`config.mk`:
```
export PLATFORM = sky130hd
export DESIGN_NAME = multicycle_controller
export DESIGN_NICKNAME = d
export VERILOG_FILES = /design/src/rtl/multicycle_controller.sv
export SDC_FILE = /design/constraint.sdc
export NUM_CORES = 1
export LEC_CHECK = 0
export ABC_AREA = 1
export CAP_MARGIN = 25
export CORE_MARGIN = 2
export CORE_UTILIZATION = 39
export CTS_BUF_LIST = sky130_fd_sc_hd__clkbuf_8 sky130_fd_sc_hd__clkbuf_16
export DETAILED_ROUTE_END_ITERATION = 6
export PLACE_DENSITY_LB_ADDON = 0.1
export SETUP_SLACK_MARGIN = 0.5
export SLEW_MARGIN = 15
export SYNTH_ARGS = -nofsm -noshare
export SYNTH_HDL_FRONTEND = slang
export SYNTH_SLANG_ARGS = --single-unit
```
`constraint.sdc`:
```
create_clock -name clk -period 1.3 [get_ports clk]
set_input_delay 0.325 -clock clk [delete_from_list [all_inputs] [get_ports clk]]
set_output_delay 0.325 -clock clk [all_outputs]
set_load 0.005 [all_outputs]
```
`src/rtl/multicycle_controller.sv`:
```
// multicycle_controller: multicycle RISC-V style control FSM that sequences the
// datapath enables per instruction class and counts retired instructions.
module multicycle_controller (
  input  logic        clk,
  input  logic        rst_n,
  input  logic [6:0]  opcode,
  input  logic        zero,
  input  logic        mem_ready,
  output logic        pc_write,
  output logic        ir_write,
  output logic        reg_write,
  output logic        mem_read,
  output logic        mem_write,
  output logic        adr_src,
  output logic [1:0]  alu_src_a,
  output logic [1:0]  alu_src_b,
  output logic [1:0]  result_src,
  output logic [1:0]  alu_op,
  output logic [1:0]  imm_src,
  output logic [3:0]  state,
  output logic        illegal,
  output logic [31:0] retire_count
);
  typedef enum logic [3:0] {
    S_FETCH  = 4'd0,
    S_DECODE = 4'd1,
    S_MEM_ADR = 4'd2,
    S_MEM_RD = 4'd3,
    S_MEM_WB = 4'd4,
    S_MEM_WR = 4'd5,
    S_EXEC_R = 4'd6,
    S_EXEC_I = 4'd7,
    S_ALU_WB = 4'd8,
    S_BEQ    = 4'd9,
    S_JAL    = 4'd10,
    S_TRAP   = 4'd15
  } state_t;
  localparam logic [6:0] OP_R = 7'b0110011;
  localparam logic [6:0] OP_LOAD = 7'b0000011;
  localparam logic [6:0] OP_ALUI = 7'b0010011;
  localparam logic [6:0] OP_STORE = 7'b0100011;
  localparam logic [6:0] OP_BRANCH = 7'b1100011;
  localparam logic [6:0] OP_JAL = 7'b1101111;
  state_t      r_state;
  state_t      w_next;
  logic [31:0] r_retire_count;
  logic        w_retire;
  always_ff @(posedge clk or negedge rst_n) begin
    if (!rst_n) begin
      r_state <= S_FETCH;
      r_retire_count <= '0;
    end else begin
      r_state <= w_next;
      if (w_retire) r_retire_count <= r_retire_count + 32'd1;
    end
  end
  // A store retires only on the edge that completes its memory handshake.
  assign w_retire = (r_state == S_MEM_WB) | (r_state == S_ALU_WB) | (r_state == S_BEQ) |
                    ((r_state == S_MEM_WR) & mem_ready);
  assign state = r_state;
  assign retire_count = r_retire_count;
  always_comb begin
    w_next = r_state;
    pc_write = 1'b0;
    ir_write = 1'b0;
    reg_write = 1'b0;
    mem_read = 1'b0;
    mem_write = 1'b0;
    adr_src = 1'b0;
    alu_src_a = 2'b00;
    alu_src_b = 2'b00;
    result_src = 2'b00;
    alu_op = 2'b00;
    illegal = 1'b0;
    imm_src = (opcode == OP_STORE) ? 2'b01 : (opcode == OP_BRANCH) ? 2'b10 :
              (opcode == OP_JAL) ? 2'b11 : 2'b00;
    case (r_state)
      S_FETCH: begin
        mem_read = 1'b1;
        alu_src_b = 2'b10;
        result_src = 2'b10;
        ir_write = mem_ready;
        pc_write = mem_ready;
        w_next = mem_ready ? S_DECODE : S_FETCH;
      end
      S_DECODE: begin
        alu_src_a = 2'b01;
        alu_src_b = 2'b01;
        w_next = (opcode == OP_LOAD || opcode == OP_STORE) ? S_MEM_ADR :
                 (opcode == OP_R) ? S_EXEC_R : (opcode == OP_ALUI) ? S_EXEC_I :
                 (opcode == OP_BRANCH) ? S_BEQ : (opcode == OP_JAL) ? S_JAL : S_TRAP;
      end
      S_MEM_ADR: begin
        alu_src_a = 2'b10;
        alu_src_b = 2'b01;
        w_next = (opcode == OP_LOAD) ? S_MEM_RD : S_MEM_WR;
      end
      S_MEM_RD: begin
        mem_read = 1'b1;
        adr_src = 1'b1;
        w_next = mem_ready ? S_MEM_WB : S_MEM_RD;
      end
      S_MEM_WB: begin
        result_src = 2'b01;
        reg_write = 1'b1;
        w_next = S_FETCH;
      end
      S_MEM_WR: begin
        mem_write = 1'b1;
        adr_src = 1'b1;
        w_next = mem_ready ? S_FETCH : S_MEM_WR;
      end
      S_EXEC_R: begin
        alu_src_a = 2'b10;
        alu_op = 2'b10;
        w_next = S_ALU_WB;
      end
      S_EXEC_I: begin
        alu_src_a = 2'b10;
        alu_src_b = 2'b01;
        alu_op = 2'b10;
        w_next = S_ALU_WB;
      end
      S_ALU_WB: begin
        reg_write = 1'b1;
        w_next = S_FETCH;
      end
      S_BEQ: begin
        alu_src_a = 2'b10;
        alu_op = 2'b01;
        pc_write = zero;
        w_next = S_FETCH;
      end
      S_JAL: begin
        alu_src_a = 2'b01;
        alu_src_b = 2'b10;
        pc_write = 1'b1;
        w_next = S_ALU_WB;
      end
      S_TRAP: illegal = 1'b1;
      default: w_next = S_FETCH;
    endcase
  end
endmodule

```
==> impl_metrics.csv <==
group,metric,value,unit
detailed_routing,avgRoutedWirePerCell,16.3,µm
sta,setup_violations,56,
detailed_routing,dr.pass1.iters,5,
sta,finClkSkew,10.7,ps
sta,worstMarginPinSlew,353,ps
power,p_per_area,458,mW/mm²
setup_path,cp-end-kind,"output pin",
floorplanning,ios,64,
clocking,clock_path_buffers,2,
logic_synthesis,syn_avg_cell_area,6.56,µm²
floorplanning,initial_core_util,40.4,%
place,port_buffers,63,
sta,max_freq,0.565,GHz
sta,report.final.slew_viol_count,0,
power,leakagePower,2.78,nW
global_route,grt_usage,26.3,%
setup_path,worstSetupPathType,"register to output pin",
global_route,grt_pass1_wl,15300,µm
clocking,cts_tree,"yes",
sta,max_slew_margin,76.4,%
job,maxCapViolCount,0,
power,power,2.38,mW
detailed_routing,vias,3684,
detailed_routing,vias_per_cell,5.29,
clocking,clkLatencyLatePin,300,ps
clocking,clock-root-buffer,"clkbuf_8",
detailed_routing,drt_iter0_drc,357,
floorplanning,die_area,0.00724,mm²
logic_synthesis,synth_fp_nets,403,
sta,rsz0062_at_grt,"true",
sta,setup_tns,-18930,ps
sta,worst_slack,-469,ps
sta,hold_viol,0,
global_route,grt_overflow_total,0,
setup_path,worstPathRequired,980,ps
floorplanning,fp.dieW,85.1,µm
place,hpwl,5850,µm
sta,whs,480,ps
clocking,numCtsBuffers,5,
detailed_routing,drc,0,
global_route,antenna_found_initial,0,
status,violations,"setup timing",
final_layout,layout-drive-gt1-share,55.6,%
final_layout,final_util,81.8,%
logic_synthesis,synth.yosys.seq_area_share,35.1,%
logic_synthesis,yosysUniqueCellTypes,28,
clocking,cts-htree-levels,2,
final_layout,nets,631,
setup_path,startpoint_type,"register",
logic_synthesis,synthCells,391,
logic_synthesis,synth-seq-cells,36,
worst_hold_path,holdCritPathClass,"input pin to register",
setup_path,worstPathArrival,1440,ps
final_layout,diodes,0,
floorplanning,core.rowCount,29,
final_layout,area_delta_synth_final,102,%
clocking,cts_sinks,36,
sta,timing.final.crit_share,136,%
setup_path,path_max_fanout,4,
detailed_routing,detail-route-antenna-nets,0,
floorplanning,core_area,0.00635,mm²
logic_synthesis,yosysWarningCount,0,
logic_synthesis,synth_area,0.00256,mm²
sta,min_period,1770,ps
floorplanning,die_h,85.1,µm
status,status,"finished with violations",
global_route,grt_start_max_net_pins,37,
place,place_congestion,0.899,
global_route,grt_pass1_vias,3356,
power,ir_worst_vdd,443,µV
clocking,clkTransAtPathRegs,70,ps
detailed_routing,routed_wl,11400,µm
==> cells by family (layout without fill, tap and decap cells) <==
family | Yosys count | count (layout) | synth area share, %
buffers and inverters | 53 | 281 | 8.68
AO/OA/AOI/OAI | 13 | 13 | 2.93
AND/OR/NAND/NOR | 274 | 275 | 46.2
adder cells (fa/ha/maj) | 1 | 1 | 0.488
flip-flops | 36 | 36 | 35.1
XOR/XNOR | 14 | 14 | 6.54
==> through the flow <==
stage	setup slack (ps)	instances	cell area [µm²]
finish	-469	697	5190
CTS	-400	682	4870
global placement	-935	601	4020
floorplan	-14.0	391	2750
detailed placement	-991	601	4020
global route	-507	697	5190
==> flip-flops by register name (all words and copies together), names as in the netlist <==
name,cells
state,4
retire_count,32
==> timing repair <==
action / CTS / global route
hold buffers: 1 / 0
buffers inserted: 68 / 14
cloned: 4 / 1
hold endpoints to repair: 29 / 0
pin swaps: 23 / 15
resized for setup: 345 / 49
endpoints found under the setup margin: 89 / 91
==> per-layer routing <==
metal  global-route usage, %  wire (µm)  up-vias
li1                        -          -     1659
met1                    31.2       4230     1730
met3                    3.99        757       78
met5                       0          0        -
met2                    48.9       5740      217
met4                    7.36        620        0
==> layout by cell type, fill, tap and decap left out, types with 8 or more instances in the layout <==
cell	instances
nand2_4	13
dfrtp_1	30
nor2_1	34
nand2_2	24
buf_2	40
buf_6	63
nor2_2	16
inv_2	8
nor2_4	10
nand2_1	134
nand3_1	14
buf_4	107
inv_1	35
==> Yosys cell counts (all sizes together) <==
master	count	share of area, %
nand2	172	26
nor2	60	10
inv	48	7.0
dfrtp	36	35
nand3	24	5.6
nor3	7	1.6
xnor2	7	4.1
xor2	7	2.4
nand4	6	1.5
o21ai	6	1.2
buf	5	1.7
nand3b	5	1.5
a21oi	4	0.78
a31o	1	0.34
ha	1	0.49
o2111ai	1	0.34
o211ai	1	0.29
==> area by class of cell <==
| class | count | area [µm²] |
|---|---|---|
| Timing Repair Buffer | 225 | 1980 |
| Multi-Input combinational cell | 303 | 1870 |
| Fill cell | 368 | 1160 |
| Sequential cell | 36 | 908 |
| Inverter | 48 | 208 |
| Clock buffer | 7 | 96.3 |
| Tap cell | 77 | 96.3 |
| Clock inverter | 1 | 30.0 |
==> critical path, stage by stage (launching register included) <==
cell and delay [ps]:
dfrtp_1 410, inv_2 110, nand2_2 70, inv_2 100, nand3_4 110, buf_4 160
nand3b_1 80, buf_2 120
==> power breakdown <==
part	switching, mW	total (mW)	internal, mW
combinational	0.0713	0.135	0.0638
sequential	0	1.12	1.12
clock	0.447	1.12	0.678
==> path summary, 6_finish.rpt <==
path                                             startpoint                           end  slack [ps]  depth (start not counted)
worst max register to register         state[1]$_DFFE_PN0N_  retire_count[23]$_DFFE_PN0P_        -410                         11
worst max-delay path                   state[2]$_DFFE_PN0N_                      pc_write        -470                          7
worst min-delay path                              opcode[5]          state[1]$_DFFE_PN0N_         480                          4
min in group asynchronous                             rst_n   retire_count[2]$_DFFE_PN0P_         560                          3
max in group asynchronous                             rst_n  retire_count[25]$_DFFE_PN0P_         560                          3
worst min register to register  retire_count[0]$_DFFE_PN0P_   retire_count[0]$_DFFE_PN0P_         560                          2
Note: power is estimated with default switching activity, not from simulation.
